--- src/rtl/pipe_reg_bus_pkg.sv ---
// pipe_reg_bus_pkg
//   Shared definitions for the pipeline-register bus reader: reader state
//   encoding, default shared-bus width and the inactive level of the
//   active-low source selects.
package pipe_reg_bus_pkg;

   localparam int unsigned DEFAULT_BUS_WIDTH = 32;
   localparam logic        CS_INACTIVE       = 1'b1;

   typedef enum logic [2:0] {
      IDLE   = 3'd0,
      TURN   = 3'd1,
      SELECT = 3'd2,
      SAMPLE = 3'd3,
      HOLD   = 3'd4
   } reader_state_t;

endpackage

--- src/rtl/pipe_reg_bus_reader_lowest_set_index.sv ---
// lowest_set_index
//   Combinational priority encoder: index of the lowest set bit of mask.
//   Ports:
//     mask   in   NrOfSources  bits to scan
//     index  out  SelWidth     position of lowest set bit (0 when mask==0)
//     any    out  1            mask has at least one bit set
module lowest_set_index #(
   parameter int unsigned NrOfSources = 4,
   parameter int unsigned SelWidth    = 2
) (
   input  logic [NrOfSources-1:0] mask,
   output logic [SelWidth-1:0]    index,
   output logic                   any
);

   logic found;

   always_comb begin
      index = '0;
      found = 1'b0;
      for (int unsigned i = 0; i < NrOfSources; i++) begin
         if (mask[i] && !found) begin
            index = SelWidth'(i);
            found = 1'b1;
         end
      end
      any = found;
   end

endmodule

--- src/rtl/pipe_reg_bus_reader.sv ---
// pipe_reg_bus_reader
//   Reader end of the shared tri-state pipeline-register bus. Walks the
//   captured source mask in ascending order, pulling one active-low cs line
//   at a time with all-released turnaround Ticks in between, samples Bus and
//   offers each word on a valid/ready stream.
//   Ports:
//     Clock, Reset       rising-edge clock, async active-high reset
//     Tick               clock enable; state advances only when high
//     Start, SrcMask     begin a scan of the given sources (IDLE only)
//     Bus                resolved shared bus value
//     cs                 per-source select, active-low
//     OutValid/OutReady  output handshake (accepted on Tick edges)
//     OutData, OutIndex  sampled word and its source index
//     Busy               scan in progress
//     Done               one-Tick pulse at end of scan
//     OutParity          XOR-reduce of OutData (PIPE_REG_READER_PARITY_EN only)
//   Build option: define PIPE_REG_READER_PARITY_EN to add OutParity.
module pipe_reg_bus_reader
   import pipe_reg_bus_pkg::*;
#(
   parameter int unsigned NrOfBits    = DEFAULT_BUS_WIDTH,
   parameter int unsigned NrOfSources = 4,
   parameter int unsigned SelWidth    = 2,
   parameter int unsigned TurnCycles  = 1
) (
   input  logic                   Clock,
   input  logic                   Reset,
   input  logic                   Tick,
   input  logic                   Start,
   input  logic [NrOfSources-1:0] SrcMask,
   input  logic [NrOfBits-1:0]    Bus,
   output logic [NrOfSources-1:0] cs,
   output logic                   OutValid,
   input  logic                   OutReady,
   output logic [NrOfBits-1:0]    OutData,
   output logic [SelWidth-1:0]    OutIndex,
   output logic                   Busy,
   output logic                   Done
`ifdef PIPE_REG_READER_PARITY_EN
  ,output logic                   OutParity
`endif
);

   localparam logic [1:0] TURN_LAST = 2'(TurnCycles - 1);

   reader_state_t          state, state_nxt;
   logic [NrOfSources-1:0] mask_q;
   logic [1:0]             turn_cnt;
   logic [SelWidth-1:0]    idx;
   logic                   any_left;

   lowest_set_index #(
      .NrOfSources (NrOfSources),
      .SelWidth    (SelWidth)
   ) u_scan (
      .mask  (mask_q),
      .index (idx),
      .any   (any_left)
   );

   always_ff @(posedge Clock or posedge Reset) begin
      if (Reset)
         state <= IDLE;
      else if (Tick)
         state <= state_nxt;
   end

   always_comb begin
      state_nxt = state;
      unique case (state)
         IDLE:    if (Start && (SrcMask != '0)) state_nxt = TURN;
         TURN:    if (turn_cnt == TURN_LAST)    state_nxt = SELECT;
         SELECT:  state_nxt = SAMPLE;
         SAMPLE:  state_nxt = HOLD;
         HOLD:    if (OutReady) state_nxt = any_left ? TURN : IDLE;
         default: state_nxt = IDLE;
      endcase
   end

   // cs decodes straight from the state register so an async reset
   // releases the bus in the same cycle.
   always_comb begin
      cs = {NrOfSources{CS_INACTIVE}};
      if ((state == SELECT) || (state == SAMPLE))
         cs[idx] = ~CS_INACTIVE;
   end

   assign Busy = (state != IDLE);

   always_ff @(posedge Clock or posedge Reset) begin
      if (Reset) begin
         mask_q    <= '0;
         turn_cnt  <= '0;
         OutValid  <= 1'b0;
         OutData   <= '0;
         OutIndex  <= '0;
         Done      <= 1'b0;
`ifdef PIPE_REG_READER_PARITY_EN
         OutParity <= 1'b0;
`endif
      end else if (Tick) begin
         Done <= 1'b0;
         unique case (state)
            IDLE: begin
               if (Start) begin
                  if (SrcMask != '0) begin
                     mask_q   <= SrcMask;
                     turn_cnt <= '0;
                  end else begin
                     Done <= 1'b1;
                  end
               end
            end
            TURN: begin
               turn_cnt <= (turn_cnt == TURN_LAST) ? 2'd0 : turn_cnt + 2'd1;
            end
            SAMPLE: begin
               OutData     <= Bus;
               OutIndex    <= idx;
               OutValid    <= 1'b1;
               mask_q[idx] <= 1'b0;
`ifdef PIPE_REG_READER_PARITY_EN
               OutParity   <= ^Bus;
`endif
            end
            HOLD: begin
               if (OutReady) begin
                  OutValid <= 1'b0;
                  if (!any_left)
                     Done <= 1'b1;
               end
            end
            default: ;
         endcase
      end
   end

endmodule

--- config.mk ---
export PLATFORM = sky130hd
export DESIGN_NAME = pipe_reg_bus_reader
export DESIGN_NICKNAME = d
export VERILOG_FILES = /design/src/rtl/pipe_reg_bus_pkg.sv /design/src/rtl/pipe_reg_bus_reader_lowest_set_index.sv /design/src/rtl/pipe_reg_bus_reader.sv
export SDC_FILE = /design/constraint.sdc
export NUM_CORES = 1
export LEC_CHECK = 0
export ABC_AREA = 1
export BUFFER_PORTS_ARGS = -buffer_cell sky130_fd_sc_hd__buf_2
export CAP_MARGIN = 0
export CORE_MARGIN = 4
export CORE_UTILIZATION = 25
export DETAILED_ROUTE_END_ITERATION = 8
export PLACE_DENSITY = 0.5
export SYNTH_ARGS = -nofsm -noshare
export SYNTH_HDL_FRONTEND = slang
export SYNTH_SLANG_ARGS = --single-unit
--- constraint.sdc ---
create_clock -name Clock -period 2.2 [get_ports Clock]
set_clock_uncertainty 0.2 [all_clocks]
set_input_delay 0.66 -clock Clock [delete_from_list [all_inputs] [get_ports Clock]]
set_output_delay 0.66 -clock Clock [all_outputs]
set_load 0.03 [all_outputs]
# Yosys cells after proc, flatten, opt, wreduce, memory -nomap -nowiden

Index checks and enable logic that the tools add are counted.

$add $sub $neg: 1
$mul: 0
Divide/modulo/power cells: 0
$lt $le $gt $ge: 2
Equal/unequal tests: 9
Shift-type cells: 0
Mux-type cells: 29
Bitwise gates (word level): 2
Reductions and logical operators: 21

Operators by type and width:

| cell                | count |
|---|---|
| $pmux 3 s5          | 1 |
| $mux 1              | 12 |
| $mux 4              | 3 |
| $reduce_and 4->1    | 3 |
| $mux 2              | 5 |
| $ne 2x2->1 const B  | 5 |
| $mux 3              | 3 |
| $pmux 4 s2          | 1 |
| $eq 3x2->1 const B  | 2 |
| $reduce_bool 2->1   | 3 |
| $logic_and 1x1->1   | 5 |
| $and 4x4->4         | 1 |
| $not 4->4           | 1 |
| $pmux 1 s2          | 2 |
| $pmux 2 s2          | 1 |
| $reduce_bool 4->1   | 1 |
| $eq 3x1->1 const B  | 1 |
| $eq 3x3->1 const B  | 1 |
| $logic_not 1->1     | 3 |
| $logic_not 3->1     | 1 |
| $lt 2x3->1 const B  | 1 |
| $reduce_and 3->1    | 1 |
| $reduce_bool 3->1   | 1 |
| $add 2x1->2 const B | 1 |
| other kinds (5)     | 5 |

Register bits after elaboration: 45
Latch bits: 0
Memory bits (writable): 0
Bits in read-only memories: 0
Bits of input ports: 41
Output and inout port bits: 41
Word-level logic and storage cells: 71
Memories: 0

# Depth between registers and ports, before layout

Gate-level depths: netlist (run 1).

Word-level depth: 17
Gate-level depth with buffers: 9
Depth with buffers taken out: 9

# Hierarchy

Synthesis (run 1) repeated with hierarchy kept, for this count alone.

Cells, all modules: 274
Area total of the unflattened synthesis: 2172.1 µm²

Modules (own cells, without submodules):

| module              | times used | cells an instance | area an instance (µm²) | seq. area each (µm²) |
|---|---|---|---|---|
| pipe_reg_bus_reader | 1          | 265               | 2123.3                 | 1126.1 |
| lowest_set_index    | 1          | 9                 | 48.8                   | 0.0 |

# Worst setup path after synthesis (run 1)

Ideal clock, no wire load.

Path kind: register to output
Start: reg mask_q[0]
End: out cs[0]
Arrival: 1.057 ns
Required time: 1.340 ns
Path slack: 0.283 ns
Stages on the path, launching flop included: 4
Path buffers: 0
Cell sequence: dfrtp_1 nor2_1 o21ai_0 nand3b_1

Word-level cells in the longest chain between the ends: 16
Elaborated cells between the ends (all ways): 19
Classes of those cells: order compare: 2; mux: 9; bitwise: 1; reduce/logical: 7

Ends and longest elaborated chain:

| item                                                           | line                                       | RTL |
|---|---|---|
| start: declaration                                             | pipe_reg_bus_reader.sv:47                  | `logic [NrOfSources-1:0] mask_q;` |
| start signal: assignment                                       | pipe_reg_bus_reader.sv:107                 | `mask_q <= SrcMask;` |
| $mux 1 *                                                       | pipe_reg_bus_reader_lowest_set_index.sv:22 | `if (mask[i] && !found) begin` |
| $logic_not 1->1                                                | pipe_reg_bus_reader_lowest_set_index.sv:22 |  |
| $logic_and 1x1->1                                              | pipe_reg_bus_reader_lowest_set_index.sv:22 |  |
| $mux 1                                                         | pipe_reg_bus_reader_lowest_set_index.sv:22 |  |
| $logic_not 1->1                                                | pipe_reg_bus_reader_lowest_set_index.sv:22 |  |
| $logic_and 1x1->1                                              | pipe_reg_bus_reader_lowest_set_index.sv:22 |  |
| $mux 1                                                         | pipe_reg_bus_reader_lowest_set_index.sv:22 |  |
| $logic_not 1->1                                                | pipe_reg_bus_reader_lowest_set_index.sv:22 |  |
| $logic_and 1x1->1                                              | pipe_reg_bus_reader_lowest_set_index.sv:22 |  |
| $mux 2 *                                                       | pipe_reg_bus_reader_lowest_set_index.sv:22 |  |
| $lt 2x3->1 (not written as such) or $ge 2x1->1 (tied branches) | pipe_reg_bus_reader.sv:85                  | `cs[idx] = ~CS_INACTIVE;` |
| $logic_and 1x1->1 (not written as such)                        | pipe_reg_bus_reader.sv:85                  |  |
| $mux 1 (not written as such)                                   | pipe_reg_bus_reader.sv:85                  |  |
| $demux 1 s2 *                                                  | pipe_reg_bus_reader.sv:85                  |  |
| $not 4->4 (no line) *                                          | --                                         |  |
| $mux 4 *                                                       | pipe_reg_bus_reader.sv:84                  | `if ((state == SELECT) \|\| (state == SAMPLE))` |
| end: declaration                                               | pipe_reg_bus_reader.sv:32                  | `output logic [NrOfSources-1:0] cs,` |

Mark *: on every way between the ends. The rest lies on a longest branch, timed or not.

# Final worst setup path (run 1)

Start: reg mask_q[1]
End: out cs[0]

Word-level cells in the longest chain between the ends: 14
Elaborated cells between the ends (all ways): 17
Classes of those cells: order compare: 2; mux: 8; bitwise: 1; reduce/logical: 6

Ends and longest elaborated chain:

| item                                                           | line |
|---|---|
| $logic_and 1x1->1 *                                            | pipe_reg_bus_reader_lowest_set_index.sv:22 |
| $mux 1                                                         | pipe_reg_bus_reader_lowest_set_index.sv:22 |
| $logic_not 1->1                                                | pipe_reg_bus_reader_lowest_set_index.sv:22 |
| $logic_and 1x1->1                                              | pipe_reg_bus_reader_lowest_set_index.sv:22 |
| $mux 1                                                         | pipe_reg_bus_reader_lowest_set_index.sv:22 |
| $logic_not 1->1                                                | pipe_reg_bus_reader_lowest_set_index.sv:22 |
| $logic_and 1x1->1                                              | pipe_reg_bus_reader_lowest_set_index.sv:22 |
| $mux 2 *                                                       | pipe_reg_bus_reader_lowest_set_index.sv:22 |
| $lt 2x3->1 (not written as such) or $ge 2x1->1 (tied branches) | pipe_reg_bus_reader.sv:85 |
| $logic_and 1x1->1 (not written as such)                        | pipe_reg_bus_reader.sv:85 |
| $mux 1 (not written as such)                                   | pipe_reg_bus_reader.sv:85 |
| $demux 1 s2 *                                                  | pipe_reg_bus_reader.sv:85 |
| $not 4->4 (no line) *                                          | -- |
| $mux 4 *                                                       | pipe_reg_bus_reader.sv:84 |

Marks and branches as above.

==> metrics.md, run 1 <==
| Metric | Value |
|---|---|
| Buf/Inv on CP | `1` |
| Synthesized cell area | `2080 um2` |
| Starting density of the core | `26.3%` |
| PwrDens | `1420 nW/um2` |
| Sequential Area | `1130 um2` |
| Register bit count reported by yosys | `45` |
| Final Max Slew Viols | `0` |
| Gr usage total | `9.99%` |
| Fin Hold WS | `0.201 ns` |
| Largest net degree at the start of global routing | `38` |
| Xor/xnor share of the synthesized area | `0%` |
| Worst slew pin tran | `0.381 ns` |
| Complex-gate fraction of the synthesized area | `0.722%` |
| Critical path's slowest cell | `dfrtp_1` |
| Clk buf depth | `2` |
| Post-synthesis simple-gate area fraction | `36.7%` |
| GPL Wtd Cong | `0.816` |
| Iter 0 DRT Violations | `49` |
| CP peak stage delay | `0.42 ns` |
| Fmax | `0.472 GHz` |
| Ys Warns | `0` |
| Delay-heaviest family, CP | `flip-flops` |
| Final WL | `5.03 mm` |
| Total die area | `9840 um2` |
| Worst EP arrival | `1.26 ns` |
| Min-delay worst type | `primary input to asynchronous set/reset pin` |
| Post-synth EDFFs | `0` |
| # rows | `32` |
| Worst-path clk slew | `0.08 ns` |
| Total number of vias | `1877` |
| Unique masters post-synth | `16` |
| Die Span Y | `99.2 um` |
| DR pass1 iterations | `6` |
| Outcome | `complete, no violations` |
| Wire length per cell | `11.0 um` |
| CP required | `1.34 ns` |
| H-tree depth | `2` |
| Finished Cell Area | `2730 um2` |
| Max-Cap Viols | `0` |
| Top-count cell post-synth | `nand2_1` |
| Worst IR drop on VDD | `0.000568 V` |
| Pre-CTS setup slack | `0.191 ns` |
| Tcrit/Tclk final | `96.3%` |
| Final net count | `396` |
| Finish-stage setup viols | `0` |
| Crit. End Element | `output port` |
| Worst-path maximum fanout | `6` |
| Leakage | `1.61 nW` |
| Core region area | `7890 um2` |
| Area occupied by multi-input gates | `823 um2` |
| Final Hold Fails | `0` |
| Post-DP HPWL | `3.78 mm` |
| Rel. slew slack | `74.6%` |
| Mean Syn Cell Area | `7.87 um2` |
| First-pass GRT wire length | `8.01 mm` |
| Synthesized-area fraction occupied by adder cells | `1.20%` |
| Chip width | `99.2 um` |
| DRC errors left | `0` |
| Post-layout min period | `2.12 ns` |
| Register area share after synthesis | `54.2%` |
| CP Launch Type | `flip-flop` |
| Final Worst Setup Slack | `0.0807 ns` |
| Post-synthesis mux area share | `0%` |
| Vias in the first global route | `1752` |
| Count of input and output buffers | `81` |
| CP Class | `flip-flop to output port` |
| Setup TNS | `0 ns` |
| Fillcell total | `833` |
| Top cells by count, synth | `148 x nand2_1, 45 x dfrtp_1, 18 x inv_1` |
| CTS root buf | `clkbuf_8` |
| TritonCTS clock tree | `yes` |
| Synthesized instance count | `264` |
| Main flop type after synthesis | `dfrtp_1` |
| Crit-path cells | `nor2_4 > o21ai_1 > nand3b_1 > clkbuf_4` |
| Cell taking the most area after synthesis | `dfrtp_1` |
| I/O pins | `82` |
| Main combinational cell family by area after synthesis | `simple AND/OR/NAND/NOR gates` |
| CTS buffer count | `5` |
| Layout cells sized above 1 | `31.9%` |
| Synth Net Count | `307` |
| Antenna viol nets, final | `0` |
| Area Overhead vs Synth | `31.3%` |
| CTS Sinks | `45` |
| Top-area cell type share of the netlist area | `54.2%` |
| ANT cells | `0` |
| Placed cell area | `2590 um2` |
| Clk_lat worst skew | `0.29 ns` |
| Initial antenna violation count | `0` |
| DR vias/cell | `4.12` |
| Synth area leaders | `dfrtp_1 54%, nand2_1 27%, nand3_1 3.9%` |
| FFs w/ async S/R, synth | `100%` |
| Grt ovf | `0` |
## state kept, by name, summed over array words and instances, names as in the netlist
signal    cells
Done          1
OutIndex      2
OutValid      1
OutData      32
mask_q        4
turn_cnt      2
state         3
## through the flow
step | std cells | total power [mW] | utilization (%)
2_1_floorplan | 264 | 2.76 | -
3_3_place_gp | 446 | 3.29 | 32.8
3_5_place_dp | 446 | 3.31 | 32.8
4_1_cts | 454 | 3.90 | 34.2
5_1_grt | 456 | 4.20 | 34.6
6_report | 456 | 3.89 | 34.6
## what timing repair did
action | 4_1_cts | 5_1_grt
endpoints found under the hold margin | 0 | 0
resized for setup | 3 | 5
hold buffers | 0 | 0
buffers inserted | 0 | 2
pin swaps | 0 | 1
setup endpoints to repair | 3 | 4
## kinds of logic after synthesis
kind of cell | Yosys count
buf+inv | 28
simple gates | 186
compound gates | 3
fa+ha+maj | 2
flops | 45
## worst min-delay path: stages
cell	delay [ns]
buf_2	0.11
inv_2	0.04
buf_4	0.27
## where the power goes
part	total (mW)	internal [mW]	switching, mW	leakage (nW)
logic	1.94	0.575	1.36	0.984
registers	1.40	1.17	0.225	0.569
clock network	0.553	0.284	0.269	0.0542
total	3.89	2.03	1.86	1.61
## cell type report
type,count,share of cell area (%)
clock buffer,7,3.53
clock inverter,1,0.183
sequential,45,41.3
multi-input combinational,191,30.2
inverter,21,2.98
tap,102,4.68
timing repair buffer,89,17.1
## layout by cell type, fill, tap and decap left out
| cell type | Yosys | layout |
|---|---|---|
| o21ai_1 | 0 | 1 |
| inv_1 | 18 | 17 |
| nand2_2 | 4 | 4 |
| o21ai_0 | 3 | 2 |
| nand2_1 | 148 | 148 |
| nor2_8 | 1 | 1 |
| buf_4 | 3 | 8 |
| inv_2 | 2 | 3 |
| dfrtp_1 | 45 | 44 |
| nor2_4 | 1 | 4 |
| clkbuf_8 | 0 | 7 |
| buf_2 | 0 | 80 |
| dfrtp_2 | 0 | 1 |
| clkbuf_4 | 0 | 1 |
| inv_4 | 1 | 1 |
| nor2_2 | 3 | 2 |
| nor2_1 | 12 | 10 |
| ha_1 | 2 | 2 |
| nand3b_1 | 1 | 1 |
| nand3_1 | 16 | 16 |
| clkinv_2 | 0 | 1 |
## worst paths after layout
check	end	cells after the start	slack (ns)	from
min	OutData[24]	3	0.20	Reset
min reg2reg	OutData[15]	2	0.27	OutData[15]
max	cs[0]	4	0.08	mask_q[1]
min in group Clock	OutData[15]	2	0.27	OutData[15]
max reg2reg	OutIndex[0]	7	0.53	state[2]
max in group asynchronous	state[1]	3	1.31	Reset
## layer usage
layer  track usage [%]  part of all wire [%]
met5                 0                     0
met2              16.7                    48
met3              3.09                   7.5
met4              2.21                  0.38
met1              12.7                    44
(Power assumes the default switching activity.)
==> inputs of run 2 (changes only) <==
CORE_UTILIZATION = 52   (was 25)
PLACE_DENSITY = 0.88   (was 0.5)
clock period = 2.48 ns   (was 2.2 ns; I/O delays follow)
==> run 2 against run 1 <==
Against the previous run: non-clock buffer count shrank 6; register-to-register slack better by 0.15 ns; sequential share of layout area increased by 1.7 points; first-iteration DRC count grew 150%; sequential power shrank 11%; combinational power fell by 16%; total power is 12% lower; flip-flop and latch count is the same; largest cell class unchanged; highest routed layer unchanged.
==> metrics.md, run 2 (synthesized netlist as in run 1, its figures left out) <==
| Metric | Value |
|---|---|
| Outcome | `complete, no violations` |
| Core region area | `3770 um2 (-52%)` |
| DR vias/cell | `4.65 (+13%)` |
| Max reg flops | `32 (unchanged)` |
| Starting density of the core | `55.1% (+29 points)` |
| Final WL | `4.41 mm (-12%)` |
| Post-layout min period | `2.32 ns` |
| Worst-path maximum fanout | `6 (unchanged)` |
| Worst Hold End | `OutData[7]` |
| H-tree depth | `2 (unchanged)` |
| Setup TNS | `0 ns (unchanged)` |
| Iter 0 DRT Violations | `121 (+150%)` |
| First-pass GRT wire length | `7.47 mm (-6.8%)` |
| WHS Path Cells | `2` |
| Leakage | `1.58 nW (-1.7%)` |
| Antenna viol nets, final | `0 (unchanged)` |
| TritonCTS clock tree | `yes` |
| DR pass1 iterations | `4 (-2)` |
| CP Launch Type | `flip-flop` |
| Vias in the first global route | `1717 (-2.0%)` |
| Setup Fix Bufs, Post-CTS | `0 (unchanged)` |
| CTS Sinks | `45 (unchanged)` |
| GPL Wtd Cong | `0.775 (-5.0%)` |
| Post-DP HPWL | `3.39 mm (-10%)` |
| # rows | `22 (-31%)` |
| Crit path depth | `4 (unchanged)` |
| Min-delay worst type | `flip-flop to flip-flop` |
| Final Hold Fails | `0 (unchanged)` |
| CP peak stage delay | `0.42 ns (about the same)` |
| PwrDens | `1310 nW/um2 (-8.4%)` |
| Critical path's slowest cell | `dfrtp_1` |
| Worst IR drop on VDD | `0.000684 V (+20%)` |
| Max-Cap Viols | `0 (unchanged)` |
| Largest reg by FF count | `OutData` |
| Fmax | `0.430 GHz` |
| Hold buffers post-CTS | `0 (unchanged)` |
| Tcrit/Tclk final | `93.7%` |
| RSZ-0062 raised after global routing | `no` |
| Placed cell count | `388 (-13%)` |
| I/O pins | `82 (unchanged)` |
| Crit. End Element | `output port` |
| Largest regs | `OutData x32, mask_q x4, state x3` |
| Final Max Slew Viols | `0 (unchanged)` |
| Commonest non-fill, non-tap cell in the layout | `nand2_1` |
| Clk buf depth | `2 (unchanged)` |
| Worst reg2reg startpoint | `state[2]` |
| Final net count | `390 (-1.5%)` |
| Fin Hold WS | `0.270 ns (+0.0684 ns)` |
| CP required | `1.54 ns (+0.20 ns)` |
| Total number of vias | `1840 (-2.0%)` |
| Worst-path clk slew | `0.08 ns (about the same)` |
| Area Overhead vs Synth | `26.1%` |
| Rel. slew slack | `64.4% (-10 points)` |
| DRC errors left | `0 (unchanged)` |
| Worst R2R End | `mask_q[0]` |
| CTS root buf | `clkbuf_8` |
| Post-Layout Cell Count | `396 (-13%)` |
| Worst EP arrival | `1.38 ns (+0.12 ns)` |
| Hold Path Origin | `OutData[7]` |
| Grt ovf | `0 (unchanged)` |
| Gr usage total | `18.7% (+8.7 points)` |
| Initial antenna violation count | `0 (unchanged)` |
| Clk_lat worst skew | `0.30 ns (about the same)` |
| ANT cells | `0 (unchanged)` |
| Count of input and output buffers | `81 (unchanged)` |
| Delay-heaviest family, CP | `flip-flops` |
| Largest net degree at the start of global routing | `38 (unchanged)` |
| Buf/Inv on CP | `1 (unchanged)` |
| Layout cells sized above 1 | `30.2% (-1.7 points)` |
| Wire length per cell | `11.1 um (+0.85%)` |
| Chip width | `71.2 um (-28%)` |
| Finish-stage setup viols | `0 (unchanged)` |
| Total die area | `5070 um2 (-48%)` |
| FF-to-FF setup slack | `0.68 ns (+0.15 ns)` |
| CP Class | `flip-flop to output port` |
| Reg2reg path depth | `7 (unchanged)` |
| Crit-path cells | `nor2_2 > o21ai_0 > nand3b_1 > buf_2` |
| Commonest non-fill, non-tap cells in the layout | `148 x nand2_1, 81 x buf_2, 45 x dfrtp_1, 17 x inv_1, 16 x nand3_1` |
| CTS buffer count | `5 (unchanged)` |
| Die Span Y | `71.2 um (-28%)` |
| Worst slew pin tran | `0.533 ns (+0.153 ns)` |
## run 2: worst max-delay path by stage
stage,start,to,slack [ns]
floorplan,Reset,Done,0.48
global placement,mask_q[0],cs[0],0.44
detailed placement,mask_q[0],cs[0],0.39
CTS,mask_q[0],cs[0],0.07
global route,mask_q[0],cs[0],0.04
finish,mask_q[0],cs[0],0.16
## run 2: timing repair
action / 4_1_cts / 5_1_grt
gates resized for setup: 0 / 2
endpoints found under the setup margin: 0 / 2
hold endpoints to repair: 0 / 0
## run 2: routing by layer
metal	GRT usage [%]	part of all wire, %	vias to the layer above
li1	-	-	956
met2	30.6	51	52
met4	7.10	1.5	0
met3	5.47	6.1	6
met5	0	0	-
met1	23.5	41	826
## run 2: area by class of cell
| cell class | instances | area [um2] |
|---|---|---|
| Tap cell | 48 | 60.1 |
| Fill cell | 308 | 1150 |
| Sequential cell | 45 | 1130 |
| Inverter | 21 | 81.3 |
| Timing Repair Buffer | 83 | 433 |
| Multi-Input combinational cell | 191 | 808 |
| Clock buffer | 6 | 72.6 |
| Clock inverter | 2 | 38.8 |
## run 2: worst reg2reg max path: cells and delay by family, from the launching register on
kind / cells / cell delay (ns)
AND/OR/NAND/NOR: 6 / 0.88
flip-flops: 1 / 0.52
buffers and inverters: 1 / 0.11
## run 2: through the flow
step                      utilization (%)  power, mW  worst slack (ns)  area [um2]
after floorplan                         -       2.44             0.477        2080
after global placement               66.4       2.85             0.440        2500
after detailed placement             66.4       2.90             0.388        2500
after CTS                            69.3       3.44            0.0686        2620
after global routing                 69.5       3.69            0.0433        2620
final                                69.5       3.42             0.156        2620
## run 2: power breakdown
part / leakage [nW] / switching, mW / internal, mW
clock: 0.0554 / 0.236 / 0.302
combinational: 0.954 / 1.18 / 0.458
sequential: 0.570 / 0.210 / 1.04
total: 1.58 / 1.62 / 1.80
==> inputs of run 3 (changes only) <==
ABC_AREA = default   (was 1)
CORE_UTILIZATION = 51   (was 52)
PLACE_DENSITY = 0.87   (was 0.88)
==> run 3 against run 2 <==
Against the previous run: clock-buffer cell count down 1; sequential power about the same; clock power decreased by 4.1%; core utilization is 0.38 points lower; critical path type unchanged.
==> metrics.md, run 3 <==
| Metric | Value |
|---|---|
| Total power | `3.58 mW (+4.7%)` |
| Worst EP arrival | `1.39 ns (about the same)` |
| Worst slew pin tran | `0.723 ns (+0.190 ns)` |
| DRC errors left | `0 (unchanged)` |
| Top-area cell type share of the netlist area | `57.8% (+3.6 points)` |
| Final net count | `277 (-29%)` |
| FF-to-FF setup slack | `0.69 ns (about the same)` |
| CTS root buf | `clkbuf_8` |
| Vias in the first global route | `1478 (-14%)` |
| TritonCTS clock tree | `yes` |
| Fillcell total | `274 (-11%)` |
| Worst-path maximum fanout | `10 (+4)` |
| Register bit count reported by yosys | `45 (unchanged)` |
| Final Max Slew Viols | `0 (unchanged)` |
| Starting density of the core | `52.8% (-2.3 points)` |
| Finish-stage setup viols | `0 (unchanged)` |
| Top-count cell post-synth | `dfrtp_1` |
| Crit-path cells | `buf_4 > or3_1 > buf_2` |
| Chip width | `69.8 um (-2.0%)` |
| Post-DP HPWL | `3.04 mm (-10%)` |
| Leakage | `1.27 nW (-20%)` |
| Unique masters post-synth | `36 (+20)` |
| Synthesized instance count | `150 (-43%)` |
| Post-layout min period | `2.33 ns (+0.00722 ns)` |
| GPL Wtd Cong | `0.838 (+8.2%)` |
| Placed cell area | `2440 um2 (-2.5%)` |
| First-pass GRT wire length | `6.71 mm (-10%)` |
| Cell taking the most area after synthesis | `dfrtp_1` |
| Largest reg by FF count | `OutData` |
| Post-synth EDFFs | `0 (unchanged)` |
| Layout cells sized above 1 | `54.3% (+24 points)` |
| Top cells by count, synth | `45 x dfrtp_1, 30 x mux2_2, 8 x nand2_1` |
| FFs w/ async S/R, synth | `100% (unchanged)` |
| Largest net degree at the start of global routing | `40 (+5.3%)` |
| Area Overhead vs Synth | `30.8%` |
| Max-Cap Viols | `0 (unchanged)` |
| Commonest non-fill, non-tap cells in the layout | `81 x buf_2, 45 x dfrtp_1, 30 x mux2_2, 8 x nand2_1, 6 x inv_1` |
| PwrDens | `1400 nW/um2 (+7.6%)` |
| ANT cells | `0 (unchanged)` |
| Synth Net Count | `193 (-37%)` |
| Finished Cell Area | `2550 um2 (-2.7%)` |
| Core region area | `3690 um2 (-2.2%)` |
| Outcome | `complete, no violations` |
| Iter 0 DRT Violations | `84 (-31%)` |
| Rel. slew slack | `51.5% (-13 points)` |
| I/O pins | `82 (unchanged)` |
| Wire length per cell | `14.2 um (+28%)` |
| Commonest non-fill, non-tap cell in the layout | `buf_2` |
| Final Hold Fails | `0 (unchanged)` |
| RSZ-0062 raised after global routing | `no` |
| CP Launch Type | `flip-flop` |
| Post-Layout Cell Count | `282 (-29%)` |
| Worst IR drop on VDD | `0.000715 V (+4.6%)` |
| Register area share after synthesis | `57.8% (+3.6 points)` |
| Ys Warns | `0 (unchanged)` |
| Crit. End Element | `output port` |
| Gr usage total | `17.0% (-1.7 points)` |
| Synthesized cell area | `1950 um2 (-6.3%)` |
| Antenna viol nets, final | `0 (unchanged)` |
| Initial antenna violation count | `0 (unchanged)` |
| Placed cell count | `275 (-29%)` |
| Setup TNS | `0 ns (unchanged)` |
| Hold buffers post-CTS | `0 (unchanged)` |
| Post-layout util | `69.1% (-0.38 points)` |
| Clk buf depth | `2 (unchanged)` |
| Largest regs | `OutData x32, mask_q x4, state x3` |
| Clk_lat worst skew | `0.29 ns (about the same)` |
| Tcrit/Tclk final | `94.0% (+0.29 points)` |
| # rows | `22 (unchanged)` |
| Max reg flops | `32 (unchanged)` |
| Grt ovf | `0 (unchanged)` |
| H-tree depth | `2 (unchanged)` |
| Die Span Y | `69.8 um (-2.0%)` |
| Buf/Inv on CP | `2 (+1)` |
| Sequential Area | `1130 um2 (unchanged)` |
| Total die area | `4870 um2 (-3.9%)` |
| Area occupied by multi-input gates | `757 um2 (-6.3%)` |
| CP required | `1.54 ns (about the same)` |
| CP Class | `flip-flop to output port` |
| Synth area leaders | `dfrtp_1 58%, mux2_2 17%, mux2_1 2.3%` |
| Main flop type after synthesis | `dfrtp_1` |
| Fmax | `0.429 GHz (-0.31%)` |
| DR pass1 iterations | `4 (unchanged)` |
| Total number of vias | `1478 (-20%)` |
| CTS buffer count | `5 (unchanged)` |
| CP peak stage delay | `0.38 ns (-0.04 ns)` |
| Mean Syn Cell Area | `13.0 um2 (+65%)` |
| Worst-path clk slew | `0.08 ns (about the same)` |
| CTS Sinks | `45 (unchanged)` |
| Critical path's slowest cell | `dfrtp_1` |
| Final WL | `4.00 mm (-9.1%)` |
| Min-delay worst type | `primary input to asynchronous set/reset pin` |
| Delay-heaviest family, CP | `flip-flops` |
| Count of input and output buffers | `81 (unchanged)` |
| DR vias/cell | `5.24 (+13%)` |
==> run 3: report_power, final <==
part           leakage, nW  internal [mW]  switching, mW
clock network       0.0540          0.293          0.224
logic                0.664          0.673           1.11
registers            0.551           1.07          0.203
==> run 3: cell type report <==
type                            instances  share of cell area [%]
Clock buffer                            5                    2.70
Clock inverter                          2                    1.37
Inverter                                7                    1.03
Multi-Input combinational cell         88                    29.7
Sequential cell                        45                    44.2
Tap cell                               48                    2.36
Timing Repair Buffer                   87                    18.7
==> run 3: timing repair <==
item,in CTS,in global routing
hold endpoints to repair,0,0
setup endpoints to repair,0,2
gates resized for setup,0,1
setup buffers,0,0
==> run 3: metal layers <==
metal	wire (um)	global-route usage (%)	vias up
met5	0	0	-
met4	38	4.47	0
met3	387	5.94	4
met2	1840	27.3	61
met1	1740	21.8	712
li1	-	-	701
==> run 3: final timing paths <==
path                        startpoint  cells past startpoint          end
max                           state[1]                      3         Busy
max reg2reg                   state[2]                      4  OutData[20]
min                              Reset                      2     OutValid
min in group Clock         OutData[22]                      1  OutData[22]
min reg2reg                OutData[22]                      1  OutData[22]
max in group asynchronous        Reset                      3   OutData[2]
==> run 3: kinds of logic after synthesis <==
| group | synth area share [%] |
|---|---|
| buffers and inverters | 3.60 |
| AO/OA/AOI/OAI | 8.16 |
| adder cells (fa/ha/maj) | 1.28 |
| multiplexers | 21.2 |
| flip-flops | 57.8 |
| AND/OR/NAND/NOR | 7.96 |
==> run 3: metrics by stage <==
| stage | hold WS [ns] | setup slack (ns) |
|---|---|---|
| 3_3_place_gp | 0.270 | 0.222 |
| 6_report | 0.279 | 0.149 |
| 3_5_place_dp | 0.277 | 0.191 |
| 5_1_grt | 0.301 | 0.0415 |
| 2_1_floorplan | 0.266 | 0.223 |
| 4_1_cts | 0.289 | 0.0776 |
